--- config.mk ---
export PLATFORM = sky130hd
export DESIGN_NAME = grant_dispatch_queue
export DESIGN_NICKNAME = d
export VERILOG_FILES = /design/src/rtl/grant_dispatch_queue.sv
export SDC_FILE = /design/constraint.sdc
export NUM_CORES = 1
export LEC_CHECK = 0
export BUFFER_PORTS_ARGS = -buffer_cell sky130_fd_sc_hd__buf_4
export CAP_MARGIN = 20
export CORE_UTILIZATION = 44
export CTS_BUF_LIST = sky130_fd_sc_hd__clkbuf_16
export CTS_CLUSTER_DIAMETER = 150
export DETAILED_ROUTE_END_ITERATION = 10
export PLACE_DENSITY = 0.67
export SYNTH_ARGS = -nofsm -noshare
export SYNTH_HDL_FRONTEND = slang
export SYNTH_SLANG_ARGS = --single-unit
--- constraint.sdc ---
create_clock -name clk -period 6.2 [get_ports clk]
set_input_delay 0.62 -clock clk [delete_from_list [all_inputs] [get_ports clk]]
set_output_delay 0.62 -clock clk [all_outputs]
set_load 0.005 [all_outputs]
--- src/rtl/grant_dispatch_queue.sv ---
// Queues one-hot arbiter grants as requester indices and serves them in arrival
// order as fixed-length valid/ready bursts, pulsing done to each served requester.
module grant_dispatch_queue #(
    parameter int unsigned N      = 4,
    parameter int unsigned ID_W   = 2,
    parameter int unsigned DEPTH  = 4,
    parameter int unsigned BEAT_W = 4,
    parameter int unsigned LVL_W  = 3
) (
    input  logic                  clk,
    input  logic                  rstn,
    input  logic [N-1:0]          grant,
    input  logic [N*BEAT_W-1:0]   beats_cfg,
    input  logic                  out_ready,
    output logic                  out_valid,
    output logic [ID_W-1:0]       out_id,
    output logic [BEAT_W-1:0]     out_beat,
    output logic                  out_last,
    output logic [N-1:0]          done,
    output logic [LVL_W-1:0]      fifo_level,
    output logic                  overflow,
    output logic                  onehot_err
);

    localparam int unsigned PTR_W = (DEPTH > 1) ? $clog2(DEPTH) : 1;

    typedef enum logic {
        S_IDLE = 1'b0,
        S_RUN  = 1'b1
    } state_t;

    state_t               r_state;
    state_t               w_state_nxt;

    logic [ID_W-1:0]      r_mem [DEPTH];
    logic [PTR_W-1:0]     r_wr_ptr;
    logic [PTR_W-1:0]     r_rd_ptr;
    logic [LVL_W-1:0]     r_count;

    logic [ID_W-1:0]      r_id;
    logic [BEAT_W-1:0]    r_beat;
    logic [BEAT_W-1:0]    r_last_idx;
    logic                 r_valid;
    logic                 r_last;
    logic [N-1:0]         r_done;
    logic                 r_overflow;
    logic                 r_onehot_err;

    logic                 w_empty;
    logic                 w_full;
    logic                 w_fire;
    logic                 w_at_last;
    logic                 w_pop;
    logic                 w_load;
    logic                 w_beat_inc;
    logic                 w_burst_done;
    logic                 w_push;
    logic                 w_drop;

    logic                 w_grant_onehot;
    logic                 w_grant_multi;
    logic [ID_W-1:0]      w_grant_idx;

    logic [ID_W-1:0]      w_head_id;
    logic [BEAT_W-1:0]    w_cfg;
    logic [ID_W-1:0]      w_id_nxt;
    logic [BEAT_W-1:0]    w_beat_nxt;
    logic [BEAT_W-1:0]    w_last_idx_nxt;

    assign w_empty   = (r_count == '0);
    assign w_full    = (r_count == LVL_W'(DEPTH));
    assign w_fire    = (r_state == S_RUN) && out_ready;
    assign w_at_last = (r_beat == r_last_idx);
    assign w_head_id = r_mem[r_rd_ptr];

    // Grant decode: one-hot pushes its index, multi-hot is a protocol error
    always_comb begin
        w_grant_idx = '0;
        for (int i = 0; i < int'(N); i++) begin
            if (grant[i]) w_grant_idx = ID_W'(i);
        end
    end

    assign w_grant_onehot = (grant != '0) && ((grant & (grant - N'(1))) == '0);
    assign w_grant_multi  = (grant != '0) && !w_grant_onehot;
    assign w_push         = w_grant_onehot && (!w_full || w_pop);
    assign w_drop         = w_grant_onehot && w_full && !w_pop;

    always_comb begin
        w_cfg = '0;
        for (int i = 0; i < int'(N); i++) begin
            if (w_head_id == ID_W'(i)) w_cfg = beats_cfg[i*BEAT_W +: BEAT_W];
        end
    end

    always_ff @(posedge clk or negedge rstn) begin
        if (!rstn) r_state <= S_IDLE;
        else       r_state <= w_state_nxt;
    end

    // Next-state and burst sequencing; a last-beat handshake reloads from the queue without a bubble
    always_comb begin
        w_state_nxt    = r_state;
        w_pop          = 1'b0;
        w_load         = 1'b0;
        w_beat_inc     = 1'b0;
        w_burst_done   = 1'b0;
        w_id_nxt       = r_id;
        w_beat_nxt     = r_beat;
        w_last_idx_nxt = r_last_idx;

        case (r_state)
            S_IDLE: begin
                if (!w_empty) begin
                    w_pop       = 1'b1;
                    w_load      = 1'b1;
                    w_state_nxt = S_RUN;
                end
            end
            S_RUN: begin
                if (w_fire) begin
                    if (w_at_last) begin
                        w_burst_done = 1'b1;
                        if (!w_empty) begin
                            w_pop  = 1'b1;
                            w_load = 1'b1;
                        end else begin
                            w_state_nxt = S_IDLE;
                        end
                    end else begin
                        w_beat_inc = 1'b1;
                    end
                end
            end
            default: w_state_nxt = S_IDLE;
        endcase

        if (w_load) begin
            w_id_nxt       = w_head_id;
            w_beat_nxt     = '0;
            w_last_idx_nxt = (w_cfg == '0) ? '0 : (w_cfg - BEAT_W'(1));
        end else if (w_beat_inc) begin
            w_beat_nxt = r_beat + BEAT_W'(1);
        end
    end

    // Queue storage needs no reset; occupancy is governed by the pointers
    always_ff @(posedge clk) begin
        if (w_push) r_mem[r_wr_ptr] <= w_grant_idx;
    end

    always_ff @(posedge clk or negedge rstn) begin
        if (!rstn) begin
            r_wr_ptr <= '0;
            r_rd_ptr <= '0;
            r_count  <= '0;
        end else begin
            if (w_push) r_wr_ptr <= r_wr_ptr + PTR_W'(1);
            if (w_pop)  r_rd_ptr <= r_rd_ptr + PTR_W'(1);
            r_count <= r_count + LVL_W'(w_push) - LVL_W'(w_pop);
        end
    end

    always_ff @(posedge clk or negedge rstn) begin
        if (!rstn) begin
            r_id         <= '0;
            r_beat       <= '0;
            r_last_idx   <= '0;
            r_valid      <= 1'b0;
            r_last       <= 1'b0;
            r_done       <= '0;
            r_overflow   <= 1'b0;
            r_onehot_err <= 1'b0;
        end else begin
            r_id         <= w_id_nxt;
            r_beat       <= w_beat_nxt;
            r_last_idx   <= w_last_idx_nxt;
            r_valid      <= (w_state_nxt == S_RUN);
            r_last       <= (w_state_nxt == S_RUN) && (w_beat_nxt == w_last_idx_nxt);
            r_done       <= w_burst_done ? (N'(1) << r_id) : '0;
            if (w_drop)        r_overflow   <= 1'b1;
            if (w_grant_multi) r_onehot_err <= 1'b1;
        end
    end

    assign out_valid  = r_valid;
    assign out_id     = r_id;
    assign out_beat   = r_beat;
    assign out_last   = r_last;
    assign done       = r_done;
    assign fifo_level = r_count;
    assign overflow   = r_overflow;
    assign onehot_err = r_onehot_err;

endmodule

==> results.md, run 1 <==
- Final hold vios: 0
- Final TNS setup: 0 ns
- Final Slew Violations: 0
- Worst r2r src: out_beat[2]
- Total gr overflow: 0
- Die area: 0.004572 mm²
- Reg2Reg Setup Slack: 3.19 ns
- CP arrival: 3.17 ns
- CP Launch Type: flip-flop
- Worst EP required: 6.36 ns
- Die span in y: 67.62 µm
- CTS tree: done
- Gpl congestion: 0.8541
- Largest net degree at the start of global routing: 26
- Max cap viols: 0
- Synthesized cell area: 0.001894 mm²
- Simple-gate area share of the yosys netlist: 12.88%
- Crit path time final: 3.006 ns
- Worst slew margin: 44.83%
- Clk sinks: 33
- RSZ-0062 raised after global routing: false
- Combinational family with the most area after synthesis: multiplexers
- CP Max Fanout: 7
- Final nets: 238
- Adder-Cell Fraction of Synth Area: 6.869%
- Area growth, synth to finish: 25.96%
- Number of synthesized flops with an enable pin: 8
- Via/cell ratio: 5.346
- Drc violations: 0
- Worst-Skew Late Latency: 0.28 ns
- Yosys warning total: 0
- Final Cycle Share: 48.49%
- Post-Synth XOR/XNOR Area: 6.473%
- Final Setup Violations: 0
- # IOs: 40
- PD cells: 485.4 mW/mm²
- Post-route cell area: 0.002386 mm²
- Worst min-delay path class: input pin to asynchronous set/reset pin
- Port Buf Inserts: 39
- Post-synthesis sequential area ratio: 45.71%
- CTS clk-pin slew, worst paths: 0.05 ns
- Total Routing Usage GR: 19.59%
- Setup Crit Path Kind: flip-flop to flip-flop
- Final Power: 1.158 mW
- Placement Cell Area: 0.002223 mm²
- Worst r2r dst: fifo_level[2]
- Root Driver: clkbuf_16
- Die X: 67.62 µm
- Post-synthesis compound-gate area fraction: 10.04%
- Non-Filler Instances: 257
- DRT Wirelength: 3.784 mm
- Row count: 23
- Vias: 1374
- WL per Instance: 14.72 µm
- Initial antenna violation count: 0
- Status: finished clean
- Global-route wire length before repair: 6.285 mm
- CTS Hold Bufs: 0
- Highest Clock Rate: 332.6 MHz
- Number of global-route vias before repair: 1361
- Effective utilization at floorplan: 46.69%
- Post-CTS Setup Bufs: 0
- First-pass iteration count of the detailed router: 4
- Num CTS Buffers: 5
- HPWL after DPL: 2.822 mm
- Peak VDD IR: 0.2173 mV
- Worst-Margin Slew: 0.8212 ns
- Yosys reg bits: 33
- Layout cell share with drive strength beyond 1: 28.02%
- Syn Nets: 195
- Setup crit end kind: flip-flop
- Mux contribution to synthesized area: 14.46%
- Avg Cell Area, Syn: 11.62 µm²
- Post-cts sizing count: 0
- Post-synthesis cell count: 163
- Final Skew: 0.003722 ns
- Leakage power total: 1.082 nW
- Antenna fix cells: 0
- Clock H-tree levels: 2
- Placed insts: 249
- 1st-iter DRT viols: 37
- Clock tree buffer depth: 2
- Post-synth cell types: 46
- ANT nets after route: 0
- Core area: 0.004058 mm²
- Reg2Reg Depth: 12
- Async set-or-reset flop fraction in the synthesized netlist: 75.76%
- Ys flop type: dfrtp_1
-- cell type report --
class,instances,area [µm²]
Sequential cell,33,865.8
Timing Repair Buffer,39,292.8
Multi-Input combinational cell,116,960.9
Tap cell,50,62.56
Fill cell,338,1672
Clock inverter,3,37.54
Inverter,11,41.29
Clock buffer,5,125.1
-- worst max path at each step --
stage / from / endpoint / slack (ns) / depth (start not counted)
after floorplan: out_beat[2] / fifo_level[2] / 3.45 / 11
after global placement: out_beat[2] / fifo_level[2] / 3.34 / 12
after detailed placement: out_beat[2] / fifo_level[2] / 3.20 / 12
after CTS: out_beat[2] / fifo_level[2] / 3.18 / 12
after global routing: out_beat[2] / fifo_level[2] / 2.98 / 12
final: out_beat[2] / fifo_level[2] / 3.19 / 12
-- flip-flops by register name, indices dropped and copies added (netlist names) --
register,count
done,4
r_last_idx,4
overflow,1
out_valid,1
out_beat,4
r_mem,8
out_id,2
r_rd_ptr,2
fifo_level,3
r_wr_ptr,2
onehot_err,1
out_last,1
-- worst max-delay path: stages, from the launching register on --
cell and delay, ns:
dfrtp_1 0.45, xnor2_1 0.34, and4_1 0.30, nand3_1 0.17, nand4_1 0.16, and2b_1 0.28
inv_2 0.05, ha_1 0.27, inv_1 0.04, ha_1 0.18, fa_1 0.38, xor2_1 0.16
xnor2_1 0.12
-- stage by stage --
step / setup slack [ns] / utilization, % / hold slack, ns
4_1_cts: 3.178 / 58.80 / 0.2479
6_report: 3.194 / 58.80 / 0.2423
3_3_place_gp: 3.337 / 54.79 / 0.4758
5_1_grt: 2.981 / 58.80 / 0.2628
3_5_place_dp: 3.202 / 54.79 / 0.4637
2_1_floorplan: 3.455 / - / 0.3244
-- where the power goes --
group          switching [mW]  internal (mW)
clock                  0.0863          0.186
sequential             0.0821          0.295
combinational           0.257          0.251
-- logic make-up (layout without fill, tap and decap cells) --
| logic type | Yosys count | count (layout) |
|---|---|---|
| xor gates and xnor gates | 14 | 14 |
| buffers and inverters | 14 | 58 |
| DFF | 33 | 33 |
| AOI/OAI and AO/OA | 23 | 23 |
| muxes | 23 | 23 |
| adders and majority gates | 10 | 10 |
| and+or+nand+nor | 46 | 46 |
-- synthesized netlist by cell type, types with 2 or more instances --
library cell | number | area [µm²]
a21oi_1 | 4 | 20.02
and2_1 | 5 | 31.28
and3_1 | 2 | 12.51
buf_6 | 2 | 22.52
dfrtp_1 | 25 | 625.6
edfxtp_1 | 8 | 240.2
ha_1 | 8 | 100.1
inv_1 | 9 | 33.78
inv_2 | 2 | 7.510
mux2_1 | 3 | 33.78
mux2_2 | 2 | 22.52
mux2i_1 | 14 | 140.1
nand2_1 | 6 | 22.52
nand2b_1 | 4 | 25.02
nand3_1 | 3 | 15.01
nand4_1 | 3 | 18.77
nor2_1 | 12 | 45.04
nor3_1 | 4 | 20.02
o21ai_0 | 7 | 35.03
o21bai_1 | 2 | 15.01
xnor2_1 | 9 | 78.83
xor2_1 | 5 | 43.79
-- cell usage in the layout (no fill, tap or decap), drive strengths merged --
cell type	n
mux4	2
bufinv	1
clkinv	1
and2	5
mux2i	15
clkbuf	5
or3	1
xnor2	9
mux2	6
a2111oi	1
o32a	1
nand4	3
xor2	5
o311ai	1
nor3	4
nor2	13
and2b	1
a21boi	2
ha	8
and3	2
edfxtp	8
o21ai	8
maj3	1
nand2	6
a32oi	1
nand2b	4
dfrtp	25
inv	12
o41ai	2
nor3b	1
a41oi	1
buf	39
a21oi	4
o21bai	2
nand3	3
fa	1
and4	1
or2	1
nor2b	1
-- routing by layer --
| metal | track usage [%] | up-vias | part of all wire [%] |
|---|---|---|---|
| met1 | 21.81 | 661 | 45 |
| met5 | 0 | - | 0 |
| met3 | 5.574 | 7 | 5.5 |
| met4 | 10.37 | 0 | 2.1 |
| li1 | - | 663 | - |
| met2 | 33.54 | 43 | 48 |
Power figures use the tool's default switching activity.
==> run 2, diff against run 1 <==
--- a/config.mk
+++ b/config.mk
@@ -11,7 +11,7 @@
 export CTS_BUF_LIST = sky130_fd_sc_hd__clkbuf_16
 export CTS_CLUSTER_DIAMETER = 150
 export DETAILED_ROUTE_END_ITERATION = 10
-export PLACE_DENSITY = 0.67
+export PLACE_DENSITY = 0.69
 export SYNTH_ARGS = -nofsm -noshare
 export SYNTH_HDL_FRONTEND = slang
 export SYNTH_SLANG_ARGS = --single-unit
==> constraint.sdc (replaced) <==
create_clock -name clk -period 2.55 [get_ports clk]
set_input_delay 0.255 -clock clk [delete_from_list [all_inputs] [get_ports clk]]
set_output_delay 0.255 -clock clk [all_outputs]
set_load 0.005 [all_outputs]
==> run 2 against run 1 <==
Compared with the run above:
- clock-buffer cell count stayed put
- power grew to 3.0 times the previous value
- clock power grew 150%
- global-route usage is 1.8 points higher
- non-clock buffer count up 36
- die area stayed put
- worst setup slack got worse by 3.2 ns
- flip-flop and latch count did not move
- the run now ends with setup timing left
==> results.md, run 2 (synthesized netlist as in run 1, its figures left out) <==
- Worst slew margin: 71.72% (+27 points)
- CTS clk-pin slew, worst paths: 0.05 ns (about the same)
- Clock power share: 19.4% (-4.1 points)
- Crit path capture: fifo_level[2]
- Worst-Skew Late Latency: 0.28 ns (about the same)
- Peak VDD IR: 0.8132 mV (+270%)
- Final Slew Violations: 0 (unchanged)
- Die span in y: 67.62 µm (unchanged)
- CTS tree: done
- Reg2Reg Depth: 12 (unchanged)
- Max reg flops: 8 (unchanged)
- Final Power: 3.509 mW (+200%)
- Net Switching: 1.255 mW (+200%)
- Final Setup Violations: 1 (+1)
- Leakage power total: 1.286 nW (+19%)
- Post-route cell area: 0.002793 mm² (+17%)
- Final hold vios: 0 (unchanged)
- Worst r2r dst: fifo_level[2]
- # fillers: 280 (-17%)
- DRT Wirelength: 4.571 mm (+21%)
- Setup Crit Path Kind: flip-flop to flip-flop
- First-pass iteration count of the detailed router: 4 (unchanged)
- Max cap viols: 0 (unchanged)
- Total gr overflow: 0 (unchanged)
- Highest Clock Rate: 387.8 MHz (+17%)
- Clock tree buffer depth: 2 (unchanged)
- Top cell family by delay on the critical path: adder cells
- Crit. Startpoint: r_last_idx[3]
- Crit path time final: 2.579 ns (-0.4276 ns)
- Clk sinks: 33 (unchanged)
- CP Launch Type: flip-flop
- Worst-path cell chain: xnor2_2, and4_4, nand3_4, nand4_1, and2b_2, inv_2, ha_4, inv_2, ha_4, fa_2, xor2_2, xnor2_1
- # IOs: 40 (unchanged)
- Status: finished, violations left
- Commonest non-fill, non-tap cell in the layout: buf_4
- Worst EP required: 2.71 ns (-3.65 ns)
- Internal: 2.254 mW (+210%)
- CP peak stage delay: 0.41 ns (-0.04 ns)
- Number of global-route vias before repair: 1587 (+17%)
- ANT nets after route: 0 (unchanged)
- Area occupied by multi-input gates: 0.001070 mm² (+11%)
- Via/cell ratio: 5.263 (-1.6%)
- Vias: 1542 (+12%)
- Final nets: 274 (+15%)
- Reg2Reg Setup Slack: -0.03 ns (-3.22 ns)
- Largest net degree at the start of global routing: 26 (unchanged)
- Die area: 0.004572 mm² (unchanged)
- CP Max Fanout: 2 (-5)
- Final Skew: 0.002979 ns (-0.0007437 ns)
- Final setup margin: -0.02862 ns (-3.222 ns)
- Port Buf Inserts: 39 (unchanged)
- Die X: 67.62 µm (unchanged)
- Core area: 0.004058 mm² (unchanged)
- Root Driver: clkbuf_16
- Sw frac: 35.76% (-0.95 points)
- Num CTS Buffers: 5 (unchanged)
- Combinational share of power: 54.9% (+11 points)
- Global-route wire length before repair: 6.996 mm (+11%)
- WL per Instance: 15.60 µm (+6.0%)
- Worst path depth: 12 (unchanged)
- Commonest cells after routing, fill and taps aside: buf_4, dfrtp_1, mux2i_1
- Effective utilization at floorplan: 46.69% (unchanged)
- Total Routing Usage GR: 21.39% (+1.8 points)
- Setup WS pre-CTS: -0.08734 ns (-3.289 ns)
- RSZ-0062 raised after global routing: true
- Largest Register: r_mem
- Area growth, synth to finish: 47.42%
- Final Cycle Share: 101.1% (+53 points)
- Layout cell share with drive strength beyond 1: 45.27% (+17 points)
- Row count: 23 (unchanged)
- HPWL after DPL: 3.046 mm (+7.9%)
- Slowest CP cell: dfrtp_1
- Initial antenna violation count: 0 (unchanged)
- Gpl congestion: 0.7899 (-7.5%)
- Placement Cell Area: 0.002379 mm² (+7.0%)
- PD cells: 1256 mW/mm² (+160%)
- Flop pwr share: 25.7% (-6.9 points)
- Worst min-delay path class: input pin to flip-flop
- 1st-iter DRT viols: 42 (+14%)
- Worst r2r src: r_last_idx[3]
- Clock H-tree levels: 2 (unchanged)
- Antenna fix cells: 0 (unchanged)
- Setup crit end kind: flip-flop
- Failing checks: setup timing
- Register area: 867.1 µm² (+0.14%)
- CP arrival: 2.73 ns (-0.44 ns)
- Bufs and invs on worst path: 2 (unchanged)
- Drc violations: 0 (unchanged)
- Worst-Margin Slew: 0.4209 ns (-0.4002 ns)
-- run 2: worst min-delay path by stage --
stage	slack (ns)	start	end	depth (start not counted)
3_3_place_gp	0.18	rstn	r_last_idx[3]	1
5_1_grt	0.27	grant[1]	onehot_err	3
4_1_cts	0.27	grant[1]	onehot_err	3
6_report	0.27	grant[1]	onehot_err	3
3_5_place_dp	0.18	rstn	r_last_idx[3]	1
2_1_floorplan	-0.04	rstn	done[0]	0
-- run 2: layout make-up --
type	count	share of cell area [%]
flip-flops and latches	33	31.05
inverters	11	1.478
well taps	50	2.240
clock buffers	5	4.480
repair buffers	75	20.79
clock inverters	3	1.658
multi-input cells	116	38.31
-- run 2: repair_timing --
action	CTS	global route
pin swaps	8	10
hold buffers	1	0
gates resized for setup	5	7
setup buffers	18	4
endpoints found under the hold margin	25	0
endpoints found under the setup margin	1	4
-- run 2: routing by layer --
metal | track usage [%] | up-vias | routed length, µm
li1 | - | 737 | -
met2 | 39.11 | 53 | 2380
met5 | 0 | - | 0
met3 | 5.405 | 10 | 248
met4 | 8.245 | 0 | 93
met1 | 23.31 | 742 | 1848
-- run 2: power groups by stage --
stage	registers [mW]	logic (mW)	clock network, mW
2_1_floorplan	0.906	0.995	0
6_report	0.902	1.93	0.680
3_3_place_gp	0.895	1.47	0
3_5_place_dp	0.911	1.54	0
5_1_grt	0.926	2.09	0.721
4_1_cts	0.898	1.78	0.696
-- run 2: stage by stage --
step / setup TNS, ns / util [%] / cells / hold WS (ns)
3_3_place_gp: 0 / 58.62 / 263 / 0.1800
3_5_place_dp: -0.08734 / 58.62 / 263 / 0.1818
2_1_floorplan: 0 / - / 163 / -0.04059
5_1_grt: -0.1998 / 68.83 / 293 / 0.2738
6_report: -0.02862 / 68.83 / 293 / 0.2671
4_1_cts: -0.006903 / 67.22 / 290 / 0.2675
-- run 2: worst reg2reg max path: stages (launching register included) --
cell	delay [ns]
dfrtp_1	0.41
xnor2_2	0.23
and4_4	0.29
nand3_4	0.09
nand4_1	0.12
and2b_2	0.20
inv_2	0.06
ha_4	0.25
inv_2	0.04
ha_4	0.15
fa_2	0.35
xor2_2	0.15
xnor2_1	0.13
